$ cat src/rtl/ysyx_23060072_pkg.sv
// Shared definitions for the RV32E pipeline registers: widths, ALU opcodes
// and the ID/EX payload layout consumed by the forwarding unit and EX stage.
package ysyx_23060072_pkg;

    localparam int XLEN    = 32;
    localparam int RAW     = 5;
    localparam int ALUOP_W = 5;

    // ALU operation encodings produced by ID and carried through ID/EX
    localparam logic [ALUOP_W-1:0] ALU_ADD  = 5'd0;
    localparam logic [ALUOP_W-1:0] ALU_SUB  = 5'd1;
    localparam logic [ALUOP_W-1:0] ALU_AND  = 5'd2;
    localparam logic [ALUOP_W-1:0] ALU_OR   = 5'd3;
    localparam logic [ALUOP_W-1:0] ALU_XOR  = 5'd4;
    localparam logic [ALUOP_W-1:0] ALU_SLL  = 5'd5;
    localparam logic [ALUOP_W-1:0] ALU_SRL  = 5'd6;
    localparam logic [ALUOP_W-1:0] ALU_SRA  = 5'd7;
    localparam logic [ALUOP_W-1:0] ALU_SLT  = 5'd8;
    localparam logic [ALUOP_W-1:0] ALU_SLTU = 5'd9;

    // Control flags: these are what must vanish on a flush or bubble so the
    // forwarding unit never matches against a dead instruction.
    typedef struct packed {
        logic has_rs1;
        logic has_rs2;
        logic wb_flag;
        logic load_flag;
        logic store_flag;
    } id2ex_flags_t;

    // Data fields: allowed to hold stale values while the stage is empty.
    typedef struct packed {
        logic [XLEN-1:0]    pc;
        logic [RAW-1:0]     rs1_addr;
        logic [RAW-1:0]     rs2_addr;
        logic [RAW-1:0]     wb_addr;
        logic [XLEN-1:0]    operand_a;
        logic [XLEN-1:0]    operand_b;
        logic [ALUOP_W-1:0] alu_op;
    } id2ex_data_t;

    // Complete ID/EX payload
    typedef struct packed {
        id2ex_flags_t flags;
        id2ex_data_t  data;
    } id2ex_t;

    localparam int FLAGS_W = $bits(id2ex_flags_t);
    localparam int DATA_W  = $bits(id2ex_data_t);

endpackage

$ cat src/rtl/ysyx_23060072_pipe_reg.sv
// Generic pipeline payload register. Priority: rst > clear > load > hold.
// Shared by the ID/EX, EX/LSU and LSU/WB stage registers.
module ysyx_23060072_pipe_reg #(
    parameter int W = 1
) (
    input  logic         clk,
    input  logic         rst,
    input  logic         load,
    input  logic         clear,
    input  logic [W-1:0] d,
    output logic [W-1:0] q
);

    logic [W-1:0] q_reg;
    logic [W-1:0] q_next;

    // Next-state selection; holding is the default
    always_comb begin
        q_next = q_reg;
        if (clear) begin
            q_next = '0;
        end else if (load) begin
            q_next = d;
        end
    end

    // Payload flops with synchronous reset
    always_ff @(posedge clk) begin
        if (rst) begin
            q_reg <= '0;
        end else begin
            q_reg <= q_next;
        end
    end

    assign q = q_reg;

endmodule

$ cat src/rtl/ysyx_23060072_id2ex.sv
// ID/EX pipeline register of the RV32E core. Captures the decoded
// instruction, stalls for load-use and EX backpressure, squashes on a
// redirect, and counts load-use stall cycles.
module ysyx_23060072_id2ex
    import ysyx_23060072_pkg::*;
#(
    parameter int CNT_W = 32
) (
    input  logic               clk,
    input  logic               rst,
    input  logic               id_valid,
    output logic               id_ready,
    input  logic [XLEN-1:0]    id_pc,
    input  logic               id_has_rs1,
    input  logic               id_has_rs2,
    input  logic [RAW-1:0]     id_rs1_addr,
    input  logic [RAW-1:0]     id_rs2_addr,
    input  logic [XLEN-1:0]    id_operand_a,
    input  logic [XLEN-1:0]    id_operand_b,
    input  logic               id_wb_flag,
    input  logic               id_load_flag,
    input  logic               id_store_flag,
    input  logic [RAW-1:0]     id_wb_addr,
    input  logic [ALUOP_W-1:0] id_alu_op,
    input  logic               load_use,
    input  logic               flush,
    input  logic               ex_ready,
    output logic               ex_valid,
    output logic [XLEN-1:0]    id2ex_pc,
    output logic               id2ex_has_rs1,
    output logic               id2ex_has_rs2,
    output logic               id2ex_store_flag,
    output logic               id2ex_load_flag,
    output logic               id2ex_wb_flag,
    output logic [RAW-1:0]     id2ex_rs1_addr,
    output logic [RAW-1:0]     id2ex_rs2_addr,
    output logic [RAW-1:0]     id2ex_wb_addr,
    output logic [XLEN-1:0]    id2ex_operand_a,
    output logic [XLEN-1:0]    id2ex_operand_b,
    output logic [ALUOP_W-1:0] id2ex_alu_op,
    output logic [CNT_W-1:0]   stall_cnt
);

    id2ex_t               id_payload;
    id2ex_flags_t         flags_reg;
    id2ex_flags_t         flags_out;
    id2ex_data_t          data_reg;
    logic                 valid_reg;
    logic                 hold;
    logic                 ctl_load;
    logic                 ctl_clear;
    logic [CNT_W-1:0]     stall_cnt_reg;
    logic [CNT_W-1:0]     stall_cnt_next;

    // Pack the ID-side fields into the stage payload
    always_comb begin
        id_payload                 = '0;
        id_payload.flags.has_rs1    = id_has_rs1;
        id_payload.flags.has_rs2    = id_has_rs2;
        id_payload.flags.wb_flag    = id_wb_flag;
        id_payload.flags.load_flag  = id_load_flag;
        id_payload.flags.store_flag = id_store_flag;
        id_payload.data.pc          = id_pc;
        id_payload.data.rs1_addr    = id_rs1_addr;
        id_payload.data.rs2_addr    = id_rs2_addr;
        id_payload.data.wb_addr     = id_wb_addr;
        id_payload.data.operand_a   = id_operand_a;
        id_payload.data.operand_b   = id_operand_b;
        id_payload.data.alu_op      = id_alu_op;
    end

    // A live instruction stays put while load-use is pending or EX is busy;
    // an empty stage never holds, so a stray load_use there is ignored.
    assign hold     = valid_reg & (load_use | ~ex_ready);
    assign id_ready = ~hold | flush;
    assign ex_valid = valid_reg & ~load_use;

    // Stage control: flush beats hold, hold beats capture, else bubble
    always_comb begin
        ctl_load  = 1'b0;
        ctl_clear = 1'b0;
        if (flush) begin
            ctl_clear = 1'b1;
        end else if (!hold) begin
            if (id_valid) begin
                ctl_load = 1'b1;
            end else begin
                ctl_clear = 1'b1;
            end
        end
    end

    // Valid bit travels with the flags so both clear together
    ysyx_23060072_pipe_reg #(
        .W (1 + FLAGS_W)
    ) u_ctl_reg (
        .clk   (clk),
        .rst   (rst),
        .load  (ctl_load),
        .clear (ctl_clear),
        .d     ({1'b1, id_payload.flags}),
        .q     ({valid_reg, flags_reg})
    );

    // Data fields are only ever loaded; stale values are harmless once the
    // flags are zero
    ysyx_23060072_pipe_reg #(
        .W (DATA_W)
    ) u_data_reg (
        .clk   (clk),
        .rst   (rst),
        .load  (ctl_load),
        .clear (1'b0),
        .d     (id_payload.data),
        .q     (data_reg)
    );

    // Flags are qualified by the valid bit so an empty stage never looks
    // like a producer to the forwarding unit
    generate
        for (genvar gi = 0; gi < FLAGS_W; gi++) begin : g_flag_gate
            assign flags_out[gi] = flags_reg[gi] & valid_reg;
        end
    endgenerate

    // Saturating load-use stall counter
    always_comb begin
        stall_cnt_next = stall_cnt_reg;
        if (valid_reg && load_use && !flush && !(&stall_cnt_reg)) begin
            stall_cnt_next = stall_cnt_reg + 1'b1;
        end
    end

    // Stall counter register
    always_ff @(posedge clk) begin
        if (rst) begin
            stall_cnt_reg <= '0;
        end else begin
            stall_cnt_reg <= stall_cnt_next;
        end
    end

    assign stall_cnt        = stall_cnt_reg;
    assign id2ex_has_rs1    = flags_out.has_rs1;
    assign id2ex_has_rs2    = flags_out.has_rs2;
    assign id2ex_wb_flag    = flags_out.wb_flag;
    assign id2ex_load_flag  = flags_out.load_flag;
    assign id2ex_store_flag = flags_out.store_flag;
    assign id2ex_pc         = data_reg.pc;
    assign id2ex_rs1_addr   = data_reg.rs1_addr;
    assign id2ex_rs2_addr   = data_reg.rs2_addr;
    assign id2ex_wb_addr    = data_reg.wb_addr;
    assign id2ex_operand_a  = data_reg.operand_a;
    assign id2ex_operand_b  = data_reg.operand_b;
    assign id2ex_alu_op     = data_reg.alu_op;

endmodule
$ cat config.mk
export PLATFORM = sky130hd
export DESIGN_NAME = ysyx_23060072_id2ex
export DESIGN_NICKNAME = d
export VERILOG_FILES = /design/src/rtl/ysyx_23060072_pkg.sv /design/src/rtl/ysyx_23060072_pipe_reg.sv /design/src/rtl/ysyx_23060072_id2ex.sv
export SDC_FILE = /design/constraint.sdc
export NUM_CORES = 1
export LEC_CHECK = 0
export CAP_MARGIN = 15
export CELL_PAD_IN_SITES_DETAIL_PLACEMENT = 1
export CELL_PAD_IN_SITES_GLOBAL_PLACEMENT = 1
export CORE_ASPECT_RATIO = 1.2
export CORE_MARGIN = 3
export CORE_UTILIZATION = 28
export DETAILED_ROUTE_END_ITERATION = 16
export GPL_TIMING_DRIVEN = 1
export PLACE_DENSITY_LB_ADDON = 0.25
export SLEW_MARGIN = 30
export SYNTH_ARGS = -nofsm -noshare
export SYNTH_HDL_FRONTEND = slang
export SYNTH_HIERARCHICAL = 1
export SYNTH_SLANG_ARGS = --single-unit
$ cat constraint.sdc
create_clock -name clk -period 2.1 [get_ports clk]
set_clock_uncertainty 0.15 [all_clocks]
set_input_delay 0.21 -clock clk [delete_from_list [all_inputs] [get_ports clk]]
set_output_delay 0.21 -clock clk [all_outputs]
set_load 0.01 [all_outputs]
Word-level counts from Yosys, hierarchy flattened
Cells that the tools add are included.
Widths: inputs -> output; s select.
{"block": "classes", "add_sub_neg": 1, "muxes": 6, "n_bitwise": 12, "n_reduce_logical": 7}
{"op": "$add 32x1->32 const B", "n": 1}
{"op": "$reduce_and 32->1", "n": 1}
{"op": "$and 1x1->1", "n": 7}
{"op": "$mux 1", "n": 6}
{"op": "$logic_and 1x1->1", "n": 3}
{"op": "$not 1->1", "n": 3}
{"op": "$logic_not 1->1", "n": 2}
{"op": "$or 1x1->1", "n": 2}
{"op": "$reduce_or 2->1", "n": 1}
{"block": "totals", "ff_bits": 154, "in_bits": 127, "out_inout_bits": 155, "word_cells": 29}

Depth between registers and ports, before layout
{"block": "logic_depth", "word_depth": 6, "depth_mapped": 9, "mapped_depth_nobuf": 6}

Hierarchy
Netlist, hierarchy kept.
{"mod": "ysyx_23060072_pipe_reg at u_data_reg", "n_inst": 1, "cells_each": 375, "area_each_um2": 4117.7, "seq_area_each_um2": 2322.2}
{"mod": "ysyx_23060072_id2ex", "n_inst": 1, "cells_each": 216, "area_each_um2": 1894.3, "seq_area_each_um2": 640.6}
{"mod": "ysyx_23060072_pipe_reg at u_ctl_reg", "n_inst": 1, "cells_each": 21, "area_each_um2": 219.0, "seq_area_each_um2": 120.1}

Worst setup path before layout
No wires, ideal clock.
{"block": "synth_path", "kind": "reg-to-reg", "from": "register stall_cnt_reg[0] (netlist: stall_cnt[0])", "to": "register stall_cnt_reg[25] (netlist: stall_cnt[25])", "t_arrival_ns": 1.989, "setup_slack_ns": -0.160, "stages_incl_launch_ff": 9, "path_buffers": 2, "period_less_slack_ns": 2.260, "path_cell_list": "dfxtp_1 -> ha_1 -> and3_1 -> and3_4 -> and4_4 -> buf_6 -> buf_8 -> nor4_2 -> mux2_4"}
{"block": "synth_between", "elab_chain_len": 3, "elab_cells_between_ends": 4}
{"item": "start: declaration", "line_no": "ysyx_23060072_id2ex.sv:52", "rtl": "logic [CNT_W-1:0] stall_cnt_reg;"}
{"item": "start signal: assignment", "line_no": "ysyx_23060072_id2ex.sv:139", "rtl": "stall_cnt_reg <= stall_cnt_next;"}
{"item": "branches (longest 3 deep; another with $add 32x1->32)"}
Parallel ways; which one is timed is not known.
A chain may end at the register's enable or synchronous reset.

Final worst setup path
{"block": "layout_path", "from": "register stall_cnt_reg[0] (netlist: stall_cnt[0])", "to": "register stall_cnt_reg[21] (netlist: stall_cnt[21])"}
Same word-level chain as after synthesis.

==> summary.md <==
| Metric | Value |
|---|---|
| Initial antenna violation count | `1` |
| CTS tree | `built` |
| Distinct cells, synth | `48` |
| VDD IR max | `545.8 uV` |
| Ys flop type | `dfxtp_1` |
| Status | `finished clean` |
| Number of global-route vias before repair | `5,867` |
| Total Routed Length | `20,880 um` |
| Synth warn | `6` |
| H-tree Lvls | `4` |
| DRC | `0` |
| Row count | `59` |
| Die area | `24,090 um2` |
| Max reg flops | `116` |
| Crit path from | `stall_cnt[0]` |
| Reg-to-reg startpoint | `stall_cnt[0]` |
| Mapped Avg Cell Area | `10.18 um2` |
| Filler instances | `2,424` |
| DP HPWL | `15,700 um` |
| CTS Buffer Depth | `2` |
| Hold Crit Class | `input pin to register` |
| Clk sinks | `154` |
| Cts bufs inserted | `17` |
| Crit Path Max Fanout | `16` |
| GRT met2 Usage | `29.82%` |
| Post-synth ARST share | `0%` |
| Critical Path RT | `2300 ps` |
| Dpl ws | `-211.1 ps` |
| Final nets | `1,071` |
| Final Hold Viols | `0` |
| Area Growth Syn to Fin | `68.43%` |
| Met1 Use GR | `18.86%` |
| Total gr overflow | `0` |
| Commonest cells after routing, fill and taps aside | `clkdlybuf4s50_1, dfxtp_1, nor2_1` |
| Vias | `5,719` |
| Final setup viols | `0` |
| Max-slew violation count | `0` |
| Vias per inst | `4.646` |
| Tmin final | `2075 ps` |
| DR iter-0 viols | `150` |
| Final Cycle Share | `98.82%` |
| CP Capture Type | `register` |
| Post-synthesis sequential area ratio | `49.48%` |
| R2r worst-path depth | `7` |
| Synthesis-stage register bit count | `154` |
| Starting Density | `28.61%` |
| Met3 GRT Util | `4.848%` |
| IO buf count | `281` |
| Worst hold slack | `242.3 ps` |
| Final GP Congestion | `0.7737` |
| Gr usage total | `16.67%` |
| Synthesized instance count | `612` |
| Max_cap viols | `0` |
| Most common cell after layout, fill and taps aside | `clkdlybuf4s50_1` |
| Total core area | `21,780 um2` |
| Critical path class | `register to register` |
| Fmax | `481.9 MHz` |
| Pin count of the biggest net entering global routing | `40` |
| Cell Area, Synth | `6231 um2` |
| Final setup margin | `24.68 ps` |
| I/O pin count | `282` |
| Layout cell share with drive strength beyond 1 | `15.48%` |
| Root Driver | `clkbuf_16` |
| Post-CTS Hold Fix Bufs | `0` |
| CP arrival | `2280 ps` |
| Clock transition at path regs | `70 ps` |
| Die X-Extent | `142.2 um` |
| Detail Route Antenna Nets | `0` |
| Pwr dens | `666.6 nW/um2` |
| Leak Pwr | `3.821 nW` |
| Most used routing layer | `met2` |
| Startpoint types | `register` |
| Pre-Repair DR Iteration Count | `4` |
| EDFF count, synth | `0` |
| First-pass GRT wire length | `31,750 um` |
| WL/cell | `16.96 um` |
| Worst hold path depth | `3` |
| Worst R2R Setup Slack | `20 ps` |
| Syn Nets | `740` |
| Clk Latency, worst-skew pair | `430 ps` |
| Hold Path Origin | `id_operand_a[26]` |
| RSZ-0062 raised after global routing | `true` |
| Die H | `169.4 um` |
-- kinds of logic (layout without fill, tap and decap cells) --
group           count (synthesis)  in the layout  share of synthesized area (%)
compound gates                 59             59                          6.225
xor+xnor                        1              1                         0.1406
fa+ha+maj                       1              1                         0.2008
buf+inv                        47            391                          5.201
flops                         154            154                          49.48
mux                           125            125                          20.32
other cells                     2              3                         0.1205
simple gates                  223            223                          18.31
-- critical path, stage by stage (launching register included) --
cell	delay, ps
dfxtp_4	360
ha_4	150
and3_4	170
and3_4	180
and4_4	170
buf_6	150
or4_1	510
a21oi_1	150
-- path summary, 6_finish.rpt --
path,to
min,u_data_reg/q[63]
min reg2reg,u_data_reg/q[101]
max,stall_cnt[21]
max reg2reg,stall_cnt[21]
-- cell usage after synthesis, types with 5 or more instances --
cell | n | area share (%)
a21oi_1 | 20 | 1.6
a21oi_2 | 7 | 0.98
and2_1 | 5 | 0.50
buf_2 | 13 | 1.0
buf_6 | 14 | 2.5
clkbuf_1 | 11 | 0.66
dfxtp_1 | 154 | 49
inv_1 | 6 | 0.36
mux2i_1 | 122 | 20
nand2_1 | 10 | 0.60
nand3_1 | 10 | 0.80
nand4_1 | 12 | 1.2
nor2_1 | 127 | 7.7
o21ai_0 | 9 | 0.72
o21ai_1 | 7 | 0.56
o31ai_1 | 10 | 1.2
or3_1 | 16 | 1.6
or4_1 | 10 | 1.2
-- report_power, final --
part / internal [mW] / switching [mW]
sequential: 2.97 / 0.0251
combinational: 0.434 / 0.262
clock: 1.92 / 1.39
total: 5.32 / 1.68
-- per-stage QoR --
step	utilization (%)	setup TNS [ps]	total power [mW]	cells	instance area, um2
floorplan	-	0	3.343	612	6271
global placement	44.79	-4816	3.754	1192	9753
detailed placement	44.79	-9941	3.764	1192	9753
CTS	47.87	0	7.107	1226	10430
global route	48.19	-77.92	7.289	1231	10500
finish	48.19	0	6.996	1231	10500
-- final cells by class --
type | instances | area [um2] | area share [%]
clock inverters | 13 | 172.7 | 1.645
clock buffers | 19 | 464.2 | 4.423
well taps | 274 | 342.8 | 3.267
diodes | 1 | 2.502 | 0.02384
multi-input cells | 411 | 2905 | 27.68
repair buffers | 353 | 3493 | 33.29
flip-flops and latches | 154 | 3092 | 29.46
inverters | 6 | 22.52 | 0.2146
-- per-layer routing --
metal  routed length (um)  vias to the layer above  part of all wire [%]
met4                  362                        0                   1.7
met2                11030                      172                    53
li1                     -                     2788                     -
met5                    0                        -                     0
met3                 1252                       18                   6.0
met1                 8229                     2741                    39
-- timing repair --
item / CTS / global route
pin swaps: 1 / 11
cloned: 0 / 1
resized for setup: 8 / 13
setup buffers: 2 / 3
setup endpoints to repair: 13 / 16
Note: power is estimated with default switching activity, not from simulation.
